==> src/rtl/axil_cfg_target_regs.sv <==
// AXI-Lite target register bank behind the config-controller bus.
// The write channel has no B response.
// Ports:
//   axi_clk, axi_reset_n   clock and async active-low reset
//   cc_enable              target select; new handshakes are gated by it
//   axi_aw*, axi_w*        write address/data channels, accepted independently
//   axi_ar*, axi_r*        read channel; rdata held until rready
//   status_in              sampled every cycle into STATUS
//   event_in               pulses OR-set into the sticky W1C EVENT register
//   cfg_regs               flat RW register contents, reg0 in [31:0]
//   irq                    registered |(EVENT & reg0)
module axil_cfg_target_regs #(
  parameter int unsigned pADDR_WIDTH = 15,
  parameter int unsigned pDATA_WIDTH = 32,
  parameter int unsigned pNUM_REGS   = 8
) (
  input  logic                               axi_clk,
  input  logic                               axi_reset_n,
  input  logic                               cc_enable,
  input  logic                               axi_awvalid,
  input  logic [pADDR_WIDTH-1:0]             axi_awaddr,
  output logic                               axi_awready,
  input  logic                               axi_wvalid,
  input  logic [pDATA_WIDTH-1:0]             axi_wdata,
  input  logic [pDATA_WIDTH/8-1:0]           axi_wstrb,
  output logic                               axi_wready,
  input  logic                               axi_arvalid,
  input  logic [pADDR_WIDTH-1:0]             axi_araddr,
  output logic                               axi_arready,
  output logic [pDATA_WIDTH-1:0]             axi_rdata,
  output logic                               axi_rvalid,
  input  logic                               axi_rready,
  input  logic [pDATA_WIDTH-1:0]             status_in,
  input  logic [pDATA_WIDTH-1:0]             event_in,
  output logic [pDATA_WIDTH*(pNUM_REGS-2)-1:0] cfg_regs,
  output logic                               irq
);

  localparam int unsigned NumRw     = pNUM_REGS - 2;
  localparam logic [9:0]  IdxStatus = 10'(pNUM_REGS - 2);
  localparam logic [9:0]  IdxEvent  = 10'(pNUM_REGS - 1);

  typedef enum logic [1:0] {WIdle, WAddr, WData} w_state_e;
  typedef enum logic       {RIdle, RValid}       r_state_e;

  w_state_e w_state_q, w_state_d;
  r_state_e r_state_q, r_state_d;

  logic                   rdy_en_q;
  logic [9:0]             lat_idx_q, lat_idx_d;
  logic [pDATA_WIDTH-1:0] lat_data_q, lat_data_d;
  logic [3:0]             lat_strb_q, lat_strb_d;
  logic [pDATA_WIDTH-1:0] regs_q [NumRw];
  logic [pDATA_WIDTH-1:0] regs_d [NumRw];
  logic [pDATA_WIDTH-1:0] status_q;
  logic [pDATA_WIDTH-1:0] event_q, event_d;
  logic [pDATA_WIDTH-1:0] rdata_q, rdata_d;
  logic                   irq_q, irq_d;

  logic [9:0]             aw_idx, ar_idx;
  logic                   aw_hs, w_hs, ar_hs;
  logic                   commit;
  logic [9:0]             c_idx;
  logic [pDATA_WIDTH-1:0] c_data;
  logic [3:0]             c_strb;
  logic [pDATA_WIDTH-1:0] c_mask;

  // Address bits outside the word index are intentionally ignored.
  logic unused_addr;
  assign unused_addr = ^{axi_awaddr[pADDR_WIDTH-1:12], axi_awaddr[1:0],
                         axi_araddr[pADDR_WIDTH-1:12], axi_araddr[1:0]};

  assign aw_idx = axi_awaddr[11:2];
  assign ar_idx = axi_araddr[11:2];

  assign axi_awready = rdy_en_q & cc_enable & (w_state_q != WAddr);
  assign axi_wready  = rdy_en_q & cc_enable & (w_state_q != WData);
  assign axi_arready = rdy_en_q & cc_enable & (r_state_q == RIdle);
  assign axi_rvalid  = (r_state_q == RValid);
  assign axi_rdata   = rdata_q;
  assign irq         = irq_q;

  assign aw_hs = axi_awvalid & axi_awready;
  assign w_hs  = axi_wvalid & axi_wready;
  assign ar_hs = axi_arvalid & axi_arready;

  // Write channel: whichever half arrives first is latched until its partner shows up.
  always_comb begin
    w_state_d  = w_state_q;
    lat_idx_d  = lat_idx_q;
    lat_data_d = lat_data_q;
    lat_strb_d = lat_strb_q;
    commit     = 1'b0;
    c_idx      = aw_idx;
    c_data     = axi_wdata;
    c_strb     = axi_wstrb;
    unique case (w_state_q)
      WIdle: begin
        if (aw_hs && w_hs) begin
          commit = 1'b1;
        end else if (aw_hs) begin
          lat_idx_d = aw_idx;
          w_state_d = WAddr;
        end else if (w_hs) begin
          lat_data_d = axi_wdata;
          lat_strb_d = axi_wstrb;
          w_state_d  = WData;
        end
      end
      WAddr: begin
        c_idx = lat_idx_q;
        if (w_hs) begin
          commit    = 1'b1;
          w_state_d = WIdle;
        end
      end
      WData: begin
        c_data = lat_data_q;
        c_strb = lat_strb_q;
        if (aw_hs) begin
          commit    = 1'b1;
          w_state_d = WIdle;
        end
      end
      default: w_state_d = WIdle;
    endcase
  end

  assign c_mask = {{8{c_strb[3]}}, {8{c_strb[2]}}, {8{c_strb[1]}}, {8{c_strb[0]}}};

  // Register update; writes to STATUS or unmapped indices fall through untouched.
  always_comb begin
    for (int unsigned i = 0; i < NumRw; i++) begin
      regs_d[i] = regs_q[i];
      if (commit && (c_idx == 10'(i))) begin
        regs_d[i] = (regs_q[i] & ~c_mask) | (c_data & c_mask);
      end
    end
    // New events are ORed in after the clear so a same-cycle set wins.
    event_d = event_q;
    if (commit && (c_idx == IdxEvent)) begin
      event_d = event_q & ~(c_data & c_mask);
    end
    event_d = event_d | event_in;
    irq_d   = |(event_q & regs_q[0]);
  end

  // Read channel; the mux looks at pre-write state, so a same-cycle write is not visible.
  always_comb begin
    r_state_d = r_state_q;
    rdata_d   = rdata_q;
    unique case (r_state_q)
      RIdle: begin
        if (ar_hs) begin
          r_state_d = RValid;
          rdata_d   = '1;
          for (int unsigned i = 0; i < NumRw; i++) begin
            if (ar_idx == 10'(i)) rdata_d = regs_q[i];
          end
          if (ar_idx == IdxStatus) rdata_d = status_q;
          if (ar_idx == IdxEvent)  rdata_d = event_q;
        end
      end
      RValid: begin
        if (axi_rready) r_state_d = RIdle;
      end
      default: r_state_d = RIdle;
    endcase
  end

  always_comb begin
    for (int unsigned i = 0; i < NumRw; i++) begin
      cfg_regs[i*pDATA_WIDTH +: pDATA_WIDTH] = regs_q[i];
    end
  end

  always_ff @(posedge axi_clk or negedge axi_reset_n) begin
    if (!axi_reset_n) begin
      w_state_q  <= WIdle;
      r_state_q  <= RIdle;
      rdy_en_q   <= 1'b0;
      lat_idx_q  <= '0;
      lat_data_q <= '0;
      lat_strb_q <= '0;
      for (int unsigned i = 0; i < NumRw; i++) regs_q[i] <= '0;
      status_q   <= '0;
      event_q    <= '0;
      rdata_q    <= '0;
      irq_q      <= 1'b0;
    end else begin
      w_state_q  <= w_state_d;
      r_state_q  <= r_state_d;
      rdy_en_q   <= 1'b1;
      lat_idx_q  <= lat_idx_d;
      lat_data_q <= lat_data_d;
      lat_strb_q <= lat_strb_d;
      for (int unsigned i = 0; i < NumRw; i++) regs_q[i] <= regs_d[i];
      status_q   <= status_in;
      event_q    <= event_d;
      rdata_q    <= rdata_d;
      irq_q      <= irq_d;
    end
  end

endmodule
==> config.mk <==
export PLATFORM = sky130hd
export DESIGN_NAME = axil_cfg_target_regs
export DESIGN_NICKNAME = d
export VERILOG_FILES = /design/src/rtl/axil_cfg_target_regs.sv
export SDC_FILE = /design/constraint.sdc
export NUM_CORES = 1
export LEC_CHECK = 0
export CAP_MARGIN = 20
export CORE_MARGIN = 1
export CORE_UTILIZATION = 35
export DETAILED_ROUTE_END_ITERATION = 10
export GPL_ROUTABILITY_DRIVEN = 0
export SLEW_MARGIN = 0
export SYNTH_ARGS = -nofsm -noshare
export SYNTH_HDL_FRONTEND = slang
export SYNTH_SLANG_ARGS = --single-unit
==> constraint.sdc <==
create_clock -name axi_clk -period 6.6 [get_ports axi_clk]
set_input_delay 0.99 -clock axi_clk [delete_from_list [all_inputs] [get_ports axi_clk]]
set_output_delay 0.99 -clock axi_clk [all_outputs]
set_load 0.02 [all_outputs]
==> impl_results.html <==
<table>
<tr><th>Metric</th><th>Value</th></tr>
<tr><th colspan="2">CTS</th></tr>
<tr><td>Number of CTS-inserted buffers</td><td>40</td></tr>
<tr><td>Buffer type at the clock tree root</td><td>clkbuf_16</td></tr>
<tr><td>Clk Latency, worst-skew pair</td><td>560 ps</td></tr>
<tr><td>Reg clk slew, reported paths</td><td>around 60 ps</td></tr>
<tr><td>Buffer count from post-CTS setup fixing</td><td>0</td></tr>
<tr><td>Longest Clk Path Bufs</td><td>3</td></tr>
<tr><td>Clock tree from TritonCTS</td><td>yes</td></tr>
<tr><td>TritonCTS Sinks</td><td>339</td></tr>
<tr><td>H-Tree Level Count</td><td>2</td></tr>
<tr><td>Hold bufs inserted after CTS</td><td>0</td></tr>
<tr><td>Post-cts resize count</td><td>0</td></tr>
<tr><th colspan="2">Floorplanning</th></tr>
<tr><td>Area enclosed by the die boundary</td><td>45,320 um2</td></tr>
<tr><td>Area of the core region</td><td>about 43,000 um2</td></tr>
<tr><td>Horizontal die dimension</td><td>212.9 um</td></tr>
<tr><td>Die span in y</td><td>212.9 um</td></tr>
<tr><td>Top-Level Pins</td><td>366</td></tr>
<tr><td>Site row count</td><td>76</td></tr>
<tr><td>Initial core utilization</td><td>0.3581</td></tr>
<tr><th colspan="2">Critical path</th></tr>
<tr><td>Crit start category</td><td>input pin</td></tr>
<tr><td>Kind of capture point of the worst setup path</td><td>flip-flop</td></tr>
<tr><td>Worst Path Class, Setup</td><td>input pin to flip-flop</td></tr>
<tr><td>Worst endpoint data arrival time</td><td>4430 ps</td></tr>
<tr><td>Depth of the worst register-to-register path</td><td>5</td></tr>
<tr><td>Critical-path maximum fanout</td><td>23</td></tr>
<tr><td>Crit path required time</td><td>between 7000 and 8000 ps</td></tr>
<tr><th colspan="2">Place</th></tr>
<tr><td>Cell total after placement</td><td>2,152</td></tr>
<tr><td>Total of buffers placed on input and output ports</td><td>between 300 and 400</td></tr>
<tr><td>Hpwl dp</td><td>roughly 43,000 um</td></tr>
<tr><th colspan="2">Yosys</th></tr>
<tr><td>Syn nets</td><td>1,389</td></tr>
<tr><td>Synth Flop Type</td><td>dfrtp_1</td></tr>
<tr><td>Synthesized area per cell</td><td>12.43 um2</td></tr>
<tr><td>Number of unique standard cell types used by synthesis</td><td>between 50 and 60</td></tr>
<tr><td>Yosys warns</td><td>0</td></tr>
<tr><td>Instance count of the mapped netlist</td><td>1,252</td></tr>
<tr><td>Asr flop ratio synth</td><td>1.000</td></tr>
<tr><td>Flip-flop and latch count after synthesis</td><td>about 340</td></tr>
<tr><td>EDFF count, synth</td><td>0</td></tr>
<tr><td>Post-Syn Area</td><td>15,560 um2</td></tr>
<tr><td>Sequential share of the synthesized area</td><td>0.5451</td></tr>
<tr><th colspan="2">Cells and area</th></tr>
<tr><td>Number of antenna cells inserted</td><td>0</td></tr>
<tr><td>FF+latch area</td><td>8483 um2</td></tr>
<tr><td>Most frequent cells in the layout</td><td>clkdlybuf4s50_1, dfrtp_1, mux2_2</td></tr>
<tr><td>Area of the multi-input gates</td><td>6726 um2</td></tr>
<tr><td>Most frequent standard cell in the layout excluding fill and tap cells</td><td>clkdlybuf4s50_1</td></tr>
<tr><td>Final net count</td><td>1,747</td></tr>
<tr><td>Share of layout cells above drive strength 1</td><td>0.2563</td></tr>
<tr><td>Area added between synthesis and finish</td><td>36.10%</td></tr>
<tr><td>Filler Cells Inserted</td><td>3,967</td></tr>
<tr><td>Final Non-Filler Cells</td><td>2,224</td></tr>
<tr><th colspan="2">Timing</th></tr>
<tr><td>Hold violation count in the final report</td><td>0</td></tr>
<tr><td>Final clock skew</td><td>11.91 ps</td></tr>
<tr><td>Slew margin rel.</td><td>0.1724</td></tr>
<tr><td>Pin slew with the least headroom to its limit</td><td>1237 ps</td></tr>
<tr><td>Final min period</td><td>3943 ps</td></tr>
<tr><td>Final count of pins violating max slew</td><td>0</td></tr>
<tr><td>Endpoints failing setup</td><td>0</td></tr>
<tr><td>Final critical-path share of the clock period</td><td>0.5974</td></tr>
<tr><td>Setup repair after global routing missed its margin</td><td>false</td></tr>
<tr><td>Fmax achieved</td><td>~0.25 GHz</td></tr>
<tr><td>Fin Setup TNS</td><td>0 ps</td></tr>
<tr><th colspan="2">Power</th></tr>
<tr><td>Total power after layout</td><td>around 5.5 mW</td></tr>
<tr><td>P per Cell Area</td><td>258.4 nW/um2</td></tr>
<tr><td>Leakage power</td><td>about 9.2 nW</td></tr>
<tr><td>VDD IR max</td><td>0.0001493 V</td></tr>
<tr><th colspan="2">Routing</th></tr>
<tr><td>Pre-Repair DR Iteration Count</td><td>5</td></tr>
<tr><td>Via density</td><td>5.632</td></tr>
<tr><td>Drt first-iter violations</td><td>1,043</td></tr>
<tr><td>Wire length per cell after detailed routing</td><td>roughly 29 um</td></tr>
<tr><td># DRC</td><td>0</td></tr>
<tr><td>Total number of vias</td><td>12,525</td></tr>
<tr><td>Detailed-route wire length</td><td>63,400 um</td></tr>
<tr><td>Detail Route Antenna Nets</td><td>0</td></tr>
<tr><th colspan="2">Hold path</th></tr>
<tr><td>Hold/Removal Path Class</td><td>input pin to asynchronous set/reset pin</td></tr>
<tr><th colspan="2">GRT</th></tr>
<tr><td>Total congestion overflow</td><td>0</td></tr>
<tr><td>Total GRT Usage</td><td>0.2812</td></tr>
<tr><td>First-pass GRT wire length</td><td>90,310 um</td></tr>
<tr><td>Initial antenna violation count</td><td>2</td></tr>
<tr><td>Number of global-route vias before repair</td><td>12,815</td></tr>
<tr><td>Largest net degree at the start of global routing</td><td>138</td></tr>
<tr><th colspan="2">Run status</th></tr>
<tr><td>Result of the run</td><td>finished clean</td></tr>
<tr><th colspan="2">Job</th></tr>
<tr><td>Maximum Capacitance Violations</td><td>0</td></tr>
</table>
-- metal layers --
layer	track usage	wire [um]	vias up
met3	0.05545	4360	86
li1	-	-	5387
met5	0	15	-
met2	0.4503	29660	530
met4	0.08608	1773	2
met1	0.3831	27590	6520
-- worst max-delay path: stages --
cell             delay [ps]
clkdlybuf4s50_1         890
or4b_2                 1080
nor2_1                  260
nand3_1                 640
o21ai_0                 400
a31o_2                  150
-- power by group --
group | internal [mW] | total (mW) | switching [mW] | leakage [nW]
sequential | 2.26 | 2.37 | 0.109 | 4.31
combinational | 0.398 | 0.875 | 0.477 | 4.22
clock | 1.34 | 2.23 | 0.883 | 0.660
-- synth_stat cells (4+ instances only) --
| cell | number | area (um2) |
|---|---|---|
| a2bb2oi_1 | 8 | 70.07 |
| or4_1 | 5 | 37.54 |
| or3_1 | 8 | 50.05 |
| nand4_1 | 6 | 37.54 |
| nor3_1 | 12 | 60.06 |
| clkbuf_1 | 43 | 161.4 |
| mux2_1 | 8 | 90.09 |
| o221ai_1 | 13 | 113.9 |
| dfrtp_1 | 339 | 8483 |
| o22ai_1 | 33 | 206.5 |
| inv_1 | 36 | 135.1 |
| nand3_1 | 13 | 65.06 |
| o21ai_0 | 56 | 280.3 |
| a31oi_1 | 38 | 237.7 |
| nor2b_1 | 8 | 50.05 |
| mux2i_1 | 39 | 390.4 |
| a221o_1 | 5 | 50.05 |
| mux4_2 | 4 | 90.09 |
| o21bai_1 | 6 | 45.04 |
| mux2_2 | 284 | 3198 |
| nand2b_1 | 7 | 43.79 |
| nand3_2 | 24 | 240.2 |
| buf_2 | 15 | 75.07 |
| and3_1 | 5 | 31.28 |
| nor2_1 | 65 | 244.0 |
| a22oi_1 | 31 | 232.7 |
| a21oi_1 | 50 | 250.2 |
| buf_1 | 5 | 18.77 |
| nand2_1 | 34 | 127.6 |
| a221oi_1 | 4 | 35.03 |
-- area by class of cell --
class	count	area share
Multi-Input combinational cell	811	0.3176
Timing Repair Buffer	380	0.1780
Inverter	38	0.006734
Sequential cell	339	0.4005
Clock inverter	7	0.003013
Clock buffer	64	0.05960
Tap cell	585	0.03456
-- worst paths after layout --
kind | startpoint | slack (ps) | end
min | axi_reset_n | 380 | lat_idx_q[9]
min in group axi_clk | lat_idx_q[5] | 500 | lat_idx_q[5]
max in group asynchronous | axi_reset_n | 4970 | status_q[27]
max | axi_araddr[4] | 2660 | axi_rdata[27]
min reg2reg | lat_idx_q[5] | 500 | lat_idx_q[5]
max reg2reg | lat_idx_q[4] | 3470 | flip-flop
-- metrics by stage --
stage / hold slack, ps / util / area [um2] / setup WS [ps]
after CTS: 383.7 / 0.4868 / 21150 / 2776
after global routing: 411.9 / 0.4874 / 21180 / 2639
after global placement: 470.4 / 0.4563 / 19830 / 2236
after floorplan: 470.1 / - / 15560 / 3748
final: 377.6 / 0.4874 / 21180 / 2657
after detailed placement: 488.1 / 0.4563 / 19830 / 2189
-- cell families (layout without fill, tap and decap cells) --
logic type / after synthesis / count (layout) / share of synthesized area
AO/OA/AOI/OAI: 274 / 274 / 0.1142
flip-flops: 339 / 339 / 0.5451
AND/OR/NAND/NOR: 201 / 201 / 0.07235
buffers and inverters: 102 / 489 / 0.02605
other: 1 / 1 / 0.0002409
multiplexers: 335 / 335 / 0.2421
Power figures use the tool's default switching activity.
